===== config.mk =====
export PLATFORM = sky130hd
export DESIGN_NAME = controle_jogo
export DESIGN_NICKNAME = d
export VERILOG_FILES = /design/src/rtl/controle_jogo.sv
export SDC_FILE = /design/constraint.sdc
export NUM_CORES = 1
export LEC_CHECK = 0
export CAP_MARGIN = 30
export CORE_ASPECT_RATIO = 1.4
export CORE_MARGIN = 4
export CORE_UTILIZATION = 35
export CTS_BUF_LIST = sky130_fd_sc_hd__clkbuf_16
export DETAILED_ROUTE_END_ITERATION = 6
export PLACE_DENSITY = 0.56
export SETUP_SLACK_MARGIN = 0.3
export SYNTH_ARGS = -nofsm -noshare
export SYNTH_HDL_FRONTEND = slang
export SYNTH_SLANG_ARGS = --single-unit

===== constraint.sdc =====
create_clock -name clk -period 2.53 [get_ports clk]
set_input_delay 0.6325 -clock clk [delete_from_list [all_inputs] [get_ports clk]]
set_output_delay 0.6325 -clock clk [all_outputs]
set_load 0.1 [all_outputs]

===== src/rtl/controle_jogo.sv =====
// Game-flow controller for a two-player battleship: placement turns, shot turns,
// per-player hit counting with a win threshold, and a per-turn idle timeout.
module controle_jogo #(
   parameter int HITS_TO_WIN  = 20,
   parameter int TURN_TIMEOUT = 200
) (
   input  logic       clk,
   input  logic       reset,
   input  logic       enable,
   input  logic       start,
   input  logic       mode,
   input  logic       place_done,
   input  logic       shot_valid,
   input  logic       shot_hit,
   output logic [1:0] fase,
   output logic       jogador,
   output logic       cpu_turn,
   output logic       place_start,
   output logic       shot_req,
   output logic [4:0] acertos0,
   output logic [4:0] acertos1,
   output logic       timeout,
   output logic       fim,
   output logic       vencedor
);

   typedef enum logic [1:0] {IDLE = 2'd0, PLACE = 2'd1, TURN = 2'd2, OVER = 2'd3} state_t;

   localparam logic [4:0] HITS  = 5'(HITS_TO_WIN);
   localparam logic [7:0] TLAST = 8'(TURN_TIMEOUT - 1);

   state_t     state, state_n;
   logic       jog_q, jog_n;
   logic       mode_q, mode_n;
   logic [4:0] hits0_q, hits0_n, hits1_q, hits1_n;
   logic [7:0] timer_q, timer_n;
   logic       win_q, win_n;
   logic       place_start_q, place_start_n;
   logic       timeout_q, timeout_n;
   logic       cpu_q, cpu_n;
   logic [4:0] cur_hits, new_hits;

   always_ff @(posedge clk or posedge reset) begin
      if (reset) begin
         state         <= IDLE;
         jog_q         <= 1'b0;
         mode_q        <= 1'b0;
         hits0_q       <= '0;
         hits1_q       <= '0;
         timer_q       <= '0;
         win_q         <= 1'b0;
         place_start_q <= 1'b0;
         timeout_q     <= 1'b0;
         cpu_q         <= 1'b0;
      end else begin
         state         <= state_n;
         jog_q         <= jog_n;
         mode_q        <= mode_n;
         hits0_q       <= hits0_n;
         hits1_q       <= hits1_n;
         timer_q       <= timer_n;
         win_q         <= win_n;
         place_start_q <= place_start_n;
         timeout_q     <= timeout_n;
         cpu_q         <= cpu_n;
      end
   end

   // With enable low every register keeps its value and only the pulses drop.
   always_comb begin
      state_n       = state;
      jog_n         = jog_q;
      mode_n        = mode_q;
      hits0_n       = hits0_q;
      hits1_n       = hits1_q;
      timer_n       = timer_q;
      win_n         = win_q;
      place_start_n = 1'b0;
      timeout_n     = 1'b0;
      cur_hits      = jog_q ? hits1_q : hits0_q;
      new_hits      = (cur_hits == HITS) ? cur_hits : cur_hits + 5'd1;
      if (enable) begin
         case (state)
            IDLE: if (start) begin
               mode_n        = mode;
               hits0_n       = '0;
               hits1_n       = '0;
               jog_n         = 1'b0;
               win_n         = 1'b0;
               timer_n       = '0;
               state_n       = PLACE;
               place_start_n = 1'b1;
            end
            PLACE: if (place_done) begin
               if (!jog_q) begin
                  jog_n         = 1'b1;
                  place_start_n = 1'b1;
               end else begin
                  jog_n   = 1'b0;
                  timer_n = '0;
                  state_n = TURN;
               end
            end
            TURN: begin
               // A shot in the expiry cycle takes priority over the timeout.
               if (shot_valid) begin
                  timer_n = '0;
                  if (shot_hit) begin
                     if (jog_q) hits1_n = new_hits;
                     else       hits0_n = new_hits;
                     if (new_hits == HITS) begin
                        state_n = OVER;
                        win_n   = jog_q;
                     end
                  end else begin
                     jog_n = ~jog_q;
                  end
               end else if (timer_q >= TLAST) begin
                  jog_n     = ~jog_q;
                  timeout_n = 1'b1;
                  timer_n   = '0;
               end else begin
                  timer_n = timer_q + 8'd1;
               end
            end
            OVER: if (start) state_n = IDLE;
            default: state_n = IDLE;
         endcase
      end
      cpu_n = mode_n & jog_n & ((state_n == PLACE) || (state_n == TURN));
   end

   always_comb begin
      fase        = state;
      jogador     = jog_q;
      cpu_turn    = cpu_q;
      place_start = place_start_q;
      shot_req    = (state == TURN);
      acertos0    = hits0_q;
      acertos1    = hits1_q;
      timeout     = timeout_q;
      fim         = (state == OVER);
      vencedor    = win_q;
   end

endmodule


# Word-level counts from Yosys, hierarchy flattened
# Index checks and enable logic that the tools add are counted.
[classes]
muxes = 50
order_cmp = 1
eq_ne = 15
addsub = 2
n_bitwise = 3
n_reduce_logical = 8
[op_table]
columns = ["operator", "count"]
rows = [
  ["5-bit 2-to-1 mux", 9],
  ["8-bit 2-to-1 mux", 5],
  ["8-bit one-hot mux with 3 select lines", 1],
  ["1-bit 2-to-1 mux", 21],
  ["5-bit one-hot mux with 2 select lines", 2],
  ["6-bit AND reduction", 3],
  ["2-bit 2-to-1 mux", 8],
  ["2-bit != test, second input constant", 6],
  ["5-bit equality test, second input constant", 2],
  ["8-bit by 1-bit adder with 8-bit output, second input constant", 1],
  ["8-bit >= comparator, second input constant", 1],
  ["2-bit one-hot mux with 4 select lines", 1],
  ["2-bit equality test, second input constant", 3],
  ["5-bit by 1-bit adder with 5-bit output, second input constant", 1],
  ["5-bit AND reduction", 1],
  ["2-bit by 1-bit equality test with 1-bit output, second input constant", 2],
  ["2-bit by 1-bit != test with 1-bit output, second input constant", 2],
  ["1-bit one-hot mux with 2 select lines", 2],
  ["1-bit one-hot mux with 3 select lines", 1],
  ["3-bit nonzero test", 1],
  ["1-bit bitwise AND", 2],
  ["2-bit zero test", 1],
  ["2-bit nonzero test", 1],
  ["1-bit logical OR", 1],
  ["1-bit inverter", 1],
]
[totals]
reg_bits = 26

# Depth between registers and ports, before layout
# Gate-level depths: netlist (run 1).
[logic_depth]
ltp_word = 12
ltp_mapped = 10

# Worst setup path after synthesis (run 1)
# OpenSTA, ideal clock, no wires.
[synth_path]
path_kind = "reg-to-output"
startpoint = "register state[0] (netlist: fase[0])"
endpoint = "output port fim"
stages_incl_launch_ff = 4
arrival_ps = 2628
path_slack_ps = -730
required_time_ps = 1898
cell_sequence = "dfrtp_1 > clkbuf_1 > inv_1 > nor2_1"
[synth_via]
elab_chain_len = 1
[synth_lines]
columns = ["element", "line", "source"]
rows = [
  ["start, declared", "32", "state_t state, state_n;"],
  ["start signal, assigned", "56", "state <= state_n;"],
  ["2-bit equality test", "142", "fim = (state == OVER);"],
  ["end, declared", "23", "output logic fim,"],
]
# No other way between the ends.

# Worst setup path in the final report (run 1)
[layout_path]
startpoint = "register jog_q (netlist: jogador)"
endpoint = "register cpu_q (netlist: cpu_turn)"
[layout_via]
elab_chain_len = 12
elab_cells_between_ends = 26
classes_between = "1 x add/sub; 4 x eq/ne; 17 x mux; 3 x bitwise; 1 x reduce/logical"
[layout_lines]
columns = ["element", "line", "source"]
rows = [
  ["start, declared", "33", "logic jog_q, jog_n;"],
  ["start signal, assigned", "57", "jog_q <= jog_n;"],
  ["5-bit 2-to-1 mux", "80", "cur_hits = jog_q ? hits1_q : hits0_q;"],
  ["5-bit by 1-bit adder with 5-bit output or 5-bit equality test (tied branches)", "81", "new_hits = (cur_hits == HITS) ? cur_hits : cur_hits + 5'd1;"],
  ["5-bit 2-to-1 mux", "81", ""],
  ["5-bit equality test", "111", "if (new_hits == HITS) begin"],
  ["2-bit 2-to-1 mux", "111", ""],
  ["2-bit 2-to-1 mux", "108", "if (shot_hit) begin"],
  ["2-bit 2-to-1 mux", "106", "if (shot_valid) begin"],
  ["2-bit one-hot mux with 4 select lines (*)", "83", "case (state)"],
  ["2-bit 2-to-1 mux (*)", "82", "if (enable) begin"],
  ["named net state_n[0]", "32", ""],
  ["2-bit by 1-bit equality test with 1-bit output or 2-bit equality test (tied branches)", "130", "cpu_n = mode_n & jog_n & ((state_n == PLACE) || (state_n == TURN));"],
  ["1-bit logical OR (*)", "130", ""],
  ["1-bit bitwise AND (*)", "130", ""],
  ["named net cpu_n", "40", "logic cpu_q, cpu_n;"],
  ["end signal, assigned", "65", "cpu_q <= cpu_n;"],
  ["end, declared", "40", ""],
]
# Mark *: on every way through the listed nets, which the timed path passes. The rest lies on a longest branch.
# A chain may end at the register's enable or synchronous reset.

==> reports/results.ini, run 1 <==
[clock_tree]
cts.path.max_buffers = 2
ctsHoldBuffers = 0
cts_num_sinks = 26
cts_tree = yes
clock_latency_ns = 0.25
clkSlewWorstSetupHoldPaths_ns = 0.06
clockRootBuffer = clkbuf_16
h-tree-depth = 1
cts_buffers = 3

[timing]
rsz0062_at_grt = yes
layout_setup_ws_ns = 0.3249
finalCritPeriodShare_pct = 87.16
setup_violations = 0
slew_violations = 0
hold_violations = 0
tightest_slew_ns = 0.5138
skew_ns = 0.002621
fmax_mhz = 453.5
finalCriticalPeriod_ns = 2.205
relSlewSlack_pct = 64.77
fin_hold_ws_ns = 0.4977
tns_ns = 0

[floorplan]
die_w_um = 64.20
ios = 27
core_area_um2 = 4239
core.rowCount = 28
start_util_pct = 36.51
fp.dieH_um = 86.68
fp.dieArea_um2 = 5565

[placed_design]
place_congestion = 0.8979
dp_hpwl_um = 2902
io_buffers = 26
place_ws_ns = 0.1946

[cells_and_area]
finalNetCount = 209
drive_gt1_share_pct = 31.63
final_util_pct = 48.47
diodes = 0
final_common_cell = buf_4
area_growth_pct = 32.74
layout_common_cells = buf_4 (23), dfrtp_1 (19), nand2_1 (18), nor2_1 (16)

[critical_path]
crit_required_ns = 2.71
crit_chain = mux2_2 -> or4_4 -> a21oi_2 -> o2111a_2 -> a21o_4 -> mux2i_1
end_kind = flop
cp-start-kind = flop
critPathSlowestCell = or4_4
cp.arrival_ns = 2.39
path_class = reg2reg
worstPathMaxFanout = 6
cpPeakStageDelay_ns = 0.55

[power_and_ir_drop]
power.leakage_nw = 0.8905
finalPower_w = 0.002149
powerDensity_nw_per_um2 = 1046
worst_ir_drop_vdd_v = 0.0006279

[yosys]
synth_area_per_cell_um2 = 9.495
synth_area_um2 = 1548
ys_top_cells_by_area = dfrtp_1 (42%), mux2_2 (5.8%), nand2_1 (4.4%)
yosysTopAreaCell = dfrtp_1
synth_flop_cell = dfrtp_1
synthCells = 163
ys_ff_latch = 26
yosysSeqAreaShare_pct = 42.04
ys_types = 41
syn_nets = 175
synth-edff-count = 0
yosysWarningCount = 0
synthArstFlopShare_pct = 100.0
netlist.area_leader.share_pct = 42.04

[route]
viasPerCell = 5.367
wire_per_inst_um = 14.92
dr.pass1.iters = 4
ant_nets = 0
wl_um = 3819
num_vias = 1374
drt_iter0_markers = 85
drc = 0

[flow_run]
max-cap-violations = 0

[status]
status = completed

[global_route]
grtUsageTotal_pct = 14.17
grt_pass1_wl_um = 6417
grt_pass1_vias = 1441
antenna_found_initial = 0
overflow = 0
grt_max_degree = 27

[min_path]
hold_class = reg2reg

state kept, by name (all words and copies together) (netlist names), 2 cells and up:
name / count
fase: 2
acertos1: 5
acertos0: 5
timer_q: 8
Yosys cell counts, types with 5 or more instances:
master and number:
nor2_1 17, nand3_1 6, o21ai_0 8, nand2_1 18, inv_1 11, mux2i_1 6
nand4_1 5, a21oi_1 6, dfrtp_1 26, mux2_2 8
timing repair:
item,4_1_cts,5_1_grt
setup endpoints to repair,2,3
pin swaps,4,7
resized for setup,1,8
buffers inserted,4,2
critical path: cells and delay by family, from the launching register on:
kind | cells | cell delay, ns
AO/OA/AOI/OAI | 3 | 0.53
AND/OR/NAND/NOR | 1 | 0.55
multiplexers | 2 | 0.57
flip-flops | 1 | 0.48
worst paths after layout:
path	end	slack, ns	from	cells after the start
worst min register to register	timer_q[7]	0.50	timer_q[7]	2
worst min-delay path	timer_q[7]	0.50	timer_q[7]	2
max in group asynchronous	jogador	1.51	reset	3
worst max register to register	cpu_turn	0.32	jogador	6
min in group asynchronous	acertos0[3]	0.74	reset	3
worst max-delay path	cpu_turn	0.32	jogador	6
where the power goes:
group	switching (W)	internal, W	total, W
logic	0.000821	0.000368	0.00119
clock network	0.000134	0.000211	0.000345
registers	0.000119	0.000495	0.000614
metrics by stage:
stage,instances,cell area (um^2)
after floorplan,163,1595
after global placement,246,1893
after detailed placement,246,1893
after CTS,254,2004
final,256,2054
after global routing,256,2054
layout make-up:
| cell class | instances | area [um^2] |
|---|---|---|
| fillers | 405 | 2185 |
| clock buffers | 3 | 75.07 |
| flip-flops and latches | 26 | 661.9 |
| clock inverters | 1 | 3.754 |
| repair buffers | 33 | 294.0 |
| well taps | 60 | 75.07 |
| inverters | 11 | 47.55 |
| multi-input cells | 122 | 897.1 |
cell families (layout without fill, tap and decap cells):
| family | Yosys count | count (layout) | share of synthesized area [%] |
|---|---|---|---|
| mux | 16 | 16 | 11.48 |
| flops | 26 | 26 | 42.04 |
| fa+ha+maj | 4 | 4 | 3.234 |
| buf+inv | 15 | 48 | 3.881 |
| simple gates | 61 | 61 | 18.51 |
| compound gates | 35 | 35 | 17.46 |
| xor+xnor | 6 | 6 | 3.395 |
routing by layer:
metal	routed length (um)	GRT usage [%]	part of all wire (%)
met1	1490	14.52	39
met2	2177	29.07	57
met3	132	2.205	3.5
met4	19	3.462	0.50
met5	0	0	0
(Power assumes the default switching activity.)
==> run 2: changes to the inputs <==
--- a/config.mk
+++ b/config.mk
@@ -11,7 +11,7 @@
 export CORE_UTILIZATION = 35
 export CTS_BUF_LIST = sky130_fd_sc_hd__clkbuf_16
 export DETAILED_ROUTE_END_ITERATION = 6
-export PLACE_DENSITY = 0.56
+export PLACE_DENSITY = 0.57
 export SETUP_SLACK_MARGIN = 0.3
 export SYNTH_ARGS = -nofsm -noshare
 export SYNTH_HDL_FRONTEND = slang
==> reports/results.ini, run 2 (same netlist as run 1, synthesis figures left out) <==
[global_route]
overflow = 0  ; unchanged
antenna_found_initial = 0  ; unchanged
grt_pass1_wl_um = 6486  ; was 6417 um
grt_pass1_vias = 1439  ; was 1,441
grtUsageTotal_pct = 14.52  ; was 14.17%
grt_max_degree = 27  ; unchanged

[timing]
slew_violations = 0  ; unchanged
fmax_mhz = 454.7  ; was 453.5 MHz
relSlewSlack_pct = 65.87  ; was 64.77%
finalCritPeriodShare_pct = 86.93  ; was 87.16%
tightest_slew_ns = 0.4978  ; was 0.5138 ns
rsz0062_at_grt = yes  ; unchanged
setup_violations = 0  ; unchanged
tns_ns = 0  ; unchanged
finalCriticalPeriod_ns = 2.199  ; was 2.205 ns
skew_ns = 0.002330  ; was 0.002621 ns
hold_violations = 0  ; unchanged

[placed_design]
place_congestion = 0.8159  ; was 0.8979
place_area_um2 = 1901  ; was 1893 um^2
io_buffers = 26  ; unchanged
place_inst = 247  ; was 246
dp_hpwl_um = 2841  ; was 2902 um

[critical_path]
worstPathMaxFanout = 5  ; was 6
crit_chain = mux2_2 -> or4_4 -> a21oi_2 -> o2111a_2 -> a21o_4 -> mux2i_1  ; unchanged
cpPeakStageDelay_ns = 0.54  ; was 0.55 ns
cp-start-kind = flop  ; unchanged
critPathSlowestCell = or4_4  ; unchanged
end_kind = flop  ; unchanged
crit_family = multiplexers  ; unchanged
crit_required_ns = 2.71  ; about the same
cp.arrival_ns = 2.38  ; was 2.39 ns
path_class = reg2reg  ; unchanged
crit_buf_inv = 0  ; unchanged

[flow_run]
max-cap-violations = 0  ; unchanged

[route]
dr.pass1.iters = 5  ; was 4
top_layer_used = met4  ; unchanged
viasPerCell = 5.237  ; was 5.367
num_vias = 1346  ; was 1,374
drt_iter0_markers = 67  ; was 85
drc = 0  ; unchanged
wire_per_inst_um = 14.28  ; was 14.92 um
ant_nets = 0  ; unchanged
route.met2.wl_um = 1928  ; was 2177 um
wl_met3_um = 153  ; was 132 um
wl_met1_um = 1510  ; was 1490 um
wl_um = 3670  ; was 3819 um

[floorplan]
start_util_pct = 36.51  ; unchanged
die_w_um = 64.20  ; unchanged
ios = 27  ; unchanged
fp.dieH_um = 86.68  ; unchanged
core_area_um2 = 4239  ; unchanged
core.rowCount = 28  ; unchanged
fp.dieArea_um2 = 5565  ; unchanged

[cells_and_area]
finalNetCount = 210  ; was 209
fin_area_um2 = 2053  ; was 2054 um^2
n_fill_cell = 420  ; was 405
final_common_cell = buf_4  ; unchanged
drive_gt1_share_pct = 31.98  ; was 31.63%
largest_reg_flops = 8  ; unchanged
diodes = 0  ; unchanged
area_growth_pct = 32.66  ; was 32.74%
largest-register = timer_q  ; unchanged
regArea_um2 = 661.9  ; unchanged
multiInputGateArea_um2 = 890.9  ; was 897.1 um^2
stdcell_count = 257  ; was 256
layout_common_cells = buf_4 (24), dfrtp_1 (19), nand2_1 (18), nor2_1 (16)  ; was buf_4 (23), dfrtp_1 (19), nand2_1 (18), nor2_1 (16)

[clock_tree]
ctsHoldBuffers = 0  ; unchanged
cts.path.max_buffers = 2  ; unchanged
clockRootBuffer = clkbuf_16  ; unchanged
clkSlewWorstSetupHoldPaths_ns = 0.06  ; about the same
cts_buffers = 3  ; unchanged
h-tree-depth = 1  ; unchanged
cts_tree = yes  ; unchanged
clock_latency_ns = 0.26  ; was 0.25 ns
cts_num_sinks = 26  ; unchanged

[power_and_ir_drop]
powerDensity_nw_per_um2 = 1046  ; about the same
finalPower_w = 0.002148  ; was 0.002149 W
worst_ir_drop_vdd_v = 0.0005591  ; was 0.0006279 V
power.leakage_nw = 0.8898  ; was 0.8905 nW

[min_path]
hold_class = reg2reg  ; unchanged

[status]
status = completed  ; unchanged

[run 2: stage by stage]
step | util, % | setup WS (ns) | hold slack (ns)
finish | 48.44 | 0.3307 | 0.4998
global route | 48.44 | 0.2564 | 0.5402
CTS | 47.70 | 0.3194 | 0.5023
detailed placement | 44.83 | 0.1879 | 0.4836
global placement | 44.83 | 0.2559 | 0.4801
floorplan | - | 0.07041 | 0.4457
[run 2: cell type report]
cell class	instances	share of cell area, %
Multi-Input combinational cell	122	43.39
Sequential cell	26	32.24
Timing Repair Buffer	34	14.69
Clock buffer	3	3.656
Tap cell	60	3.656
Inverter	11	2.194
Clock inverter	1	0.1828
[run 2: report_power, final]
part           total (W)  internal (W)  leakage, nW  switching (W)
logic            0.00120      0.000372        0.508       0.000823
clock network   0.000345      0.000211       0.0385       0.000134
registers       0.000608      0.000495        0.344       0.000112
total            0.00215       0.00108        0.890        0.00107
[run 2: worst paths after layout]
kind	startpoint	end	slack, ns	cells after the start
hold reg to reg	mode_q	mode_q	0.50	2
setup / recovery	jogador	cpu_turn	0.33	6
setup reg to reg	jogador	cpu_turn	0.33	6
hold / removal	mode_q	mode_q	0.50	2
max in group asynchronous	reset	jogador	1.51	3
min in group asynchronous	reset	acertos1[3]	0.73	3
[run 2: per-layer routing]
metal  vias up  global-route usage (%)
met5         -                       0
met4         0                   5.962
met3         7                   2.594
li1        655                       -
met2        37                   26.62
met1       647                   16.38
[run 2: worst min-delay path: stages (launching register included)]
cell     delay [ns]
dfrtp_1        0.32
mux2i_1        0.08
inv_1          0.06
[run 2: timing repair]
| item | CTS | global route |
|---|---|---|
| pin swaps | 6 | 3 |
| setup buffers | 3 | 3 |
| resized for setup | 4 | 4 |
| setup endpoints to repair | 2 | 2 |
==> run 3: changes to the inputs <==
--- a/config.mk
+++ b/config.mk
@@ -8,10 +8,11 @@
 export CAP_MARGIN = 30
 export CORE_ASPECT_RATIO = 1.4
 export CORE_MARGIN = 4
-export CORE_UTILIZATION = 35
+export CORE_UTILIZATION = 45
 export CTS_BUF_LIST = sky130_fd_sc_hd__clkbuf_16
 export DETAILED_ROUTE_END_ITERATION = 6
-export PLACE_DENSITY = 0.57
+export PLACE_DENSITY = 0.7
+export REMOVE_ABC_BUFFERS = 1
 export SETUP_SLACK_MARGIN = 0.3
 export SYNTH_ARGS = -nofsm -noshare
 export SYNTH_HDL_FRONTEND = slang
==> reports/results.ini, run 3 (same netlist as run 1, synthesis figures left out) <==
[route]
viasPerCell = 5.824  ; was 5.237
num_vias = 1392  ; was 1,346
route.met2.wl_um = 2033  ; was 1928 um
wl_um = 3764  ; was 3670 um
drt_iter0_markers = 52  ; was 67
wl_met1_um = 1458  ; was 1510 um
ant_nets = 0  ; unchanged
wire_per_inst_um = 15.75  ; was 14.28 um
top_layer_used = met4  ; unchanged
wl_met3_um = 171  ; was 153 um
dr.pass1.iters = 4  ; was 5
drc = 0  ; unchanged

[global_route]
grt_pass1_wl_um = 6244  ; was 6486 um
grtUsageTotal_pct = 17.42  ; was 14.52%
grt_max_degree = 27  ; unchanged
grt_pass1_vias = 1428  ; was 1,439
overflow = 0  ; unchanged
antenna_found_initial = 0  ; unchanged

[power_and_ir_drop]
powerDensity_nw_per_um2 = 1083  ; was 1046 nW/um^2
worst_ir_drop_vdd_v = 0.0008866  ; was 0.0005591 V
power.leakage_nw = 0.9439  ; was 0.8898 nW

[clock_tree]
h-tree-depth = 1  ; unchanged
cts_num_sinks = 26  ; unchanged
clockRootBuffer = clkbuf_16  ; unchanged
cts_tree = yes  ; unchanged
cts.path.max_buffers = 2  ; unchanged
clkSlewWorstSetupHoldPaths_ns = 0.07  ; was 0.06 ns
clock_latency_ns = 0.26  ; about the same
cts_buffers = 3  ; unchanged

[status]
status = completed  ; unchanged

[floorplan]
core_area_um2 = 3213  ; was 4239 um^2
die_w_um = 57.57  ; was 64.20 um
fp.dieArea_um2 = 4455  ; was 5565 um^2
start_util_pct = 48.17  ; was 36.51%
ios = 27  ; unchanged
fp.dieH_um = 77.39  ; was 86.68 um
core.rowCount = 24  ; was 28

[critical_path]
worstPathMaxFanout = 5  ; unchanged
cp.arrival_ns = 2.42  ; was 2.38 ns
end_kind = flop  ; unchanged
cp-start-kind = flop  ; unchanged
crit_required_ns = 2.71  ; about the same
path_class = reg2reg  ; unchanged

[min_path]
hold_class = reg2reg  ; unchanged

[cells_and_area]
finalNetCount = 213  ; was 210
area_growth_pct = 33.23  ; was 32.66%
drive_gt1_share_pct = 28.50  ; was 31.98%
largest_reg_flops = 8  ; unchanged
fin_area_um2 = 2062  ; was 2053 um^2
final_common_cell = buf_4  ; unchanged
diodes = 0  ; unchanged
layout_common_cells = buf_4 (26), dfrtp_1 (25), nand2_1 (18), nor2_1 (17), inv_1 (9)  ; was buf_4 (24), dfrtp_1 (19), nand2_1 (18), nor2_1 (16)
stdcell_count = 239  ; was 257
largest-register = timer_q  ; unchanged

[placed_design]
io_buffers = 26  ; unchanged
place_area_um2 = 1846  ; was 1901 um^2
place_congestion = 0.9218  ; was 0.8159
dp_hpwl_um = 2783  ; was 2841 um
place_inst = 228  ; was 247

[timing]
skew_ns = 0.003623  ; was 0.002330 ns
tightest_slew_ns = 0.5346  ; was 0.4978 ns
slew_violations = 0  ; unchanged
rsz0062_at_grt = yes  ; unchanged
setup_violations = 0  ; unchanged
fmax_mhz = 445.9  ; was 454.7 MHz
finalCritPeriodShare_pct = 88.64  ; was 86.93%
relSlewSlack_pct = 63.34  ; was 65.87%
hold_violations = 0  ; unchanged
finalCriticalPeriod_ns = 2.243  ; was 2.199 ns
fin_hold_ws_ns = 0.5170  ; was 0.4998 ns

[flow_run]
max-cap-violations = 0  ; unchanged

run 3: changes by cell type in the layout (fill, tap and decap cells not counted), sizes merged:
cell and change:
buf +3, bufinv +1, clkinv -1, clkinvlp -1, inv +1
run 3: metal layers:
metal | up-vias | track usage, %
met5 | - | 0
met4 | 0 | 6.961
met3 | 12 | 2.990
met2 | 40 | 30.43
met1 | 679 | 20.79
li1 | 661 | -
run 3: critical path, cell delays in order (launching register included):
cell	delay, ns
dfrtp_2	0.46
buf_6	0.15
mux2_4	0.30
or4_4	0.54
a21oi_2	0.15
o2111a_2	0.26
a21o_4	0.13
mux2i_1	0.17
run 3: final cells by class:
| cell class | count | area (um^2) |
|---|---|---|
| Fill cell | 274 | 1151 |
| Clock buffer | 3 | 75.07 |
| Inverter | 11 | 41.29 |
| Clock inverter | 1 | 30.03 |
| Multi-Input combinational cell | 122 | 887.1 |
| Tap cell | 39 | 48.80 |
| Timing Repair Buffer | 37 | 327.8 |
| Sequential cell | 26 | 651.9 |
run 3: repair_timing:
item,CTS,global route
buffers inserted,3,4
pin swaps,1,5
setup endpoints to repair,3,2
resized for setup,3,11
hold buffers,0,0
run 3: stage by stage:
stage | util, % | power, W | setup WS [ns] | setup TNS (ns)
final | 64.17 | 0.002233 | 0.2874 | 0
after global placement | 57.44 | 0.001660 | 0.2017 | 0
after floorplan | - | 0.001399 | -0.7238 | -2.113
after CTS | 61.53 | 0.002176 | 0.3004 | 0
after detailed placement | 57.44 | 0.001678 | 0.1251 | 0
after global routing | 64.17 | 0.002349 | 0.1732 | 0
run 3: path summary, 6_finish.rpt:
kind,from,endpoint,slack [ns],depth (start not counted)
max in group asynchronous,reset,jogador,1.51,3
min,timer_q[7],timer_q[7],0.52,2
max,jogador,cpu_turn,0.29,7
max reg2reg,jogador,cpu_turn,0.29,7
min in group asynchronous,reset,acertos0[4],0.75,3
min reg2reg,timer_q[7],timer_q[7],0.52,2
run 3: power by group:
group / total [W] / internal, W / switching, W / leakage [nW]
Clock: 0.000454 / 0.000314 / 0.000140 / 0.0511
Combinational: 0.00118 / 0.000365 / 0.000817 / 0.541
Sequential: 0.000596 / 0.000484 / 0.000113 / 0.352
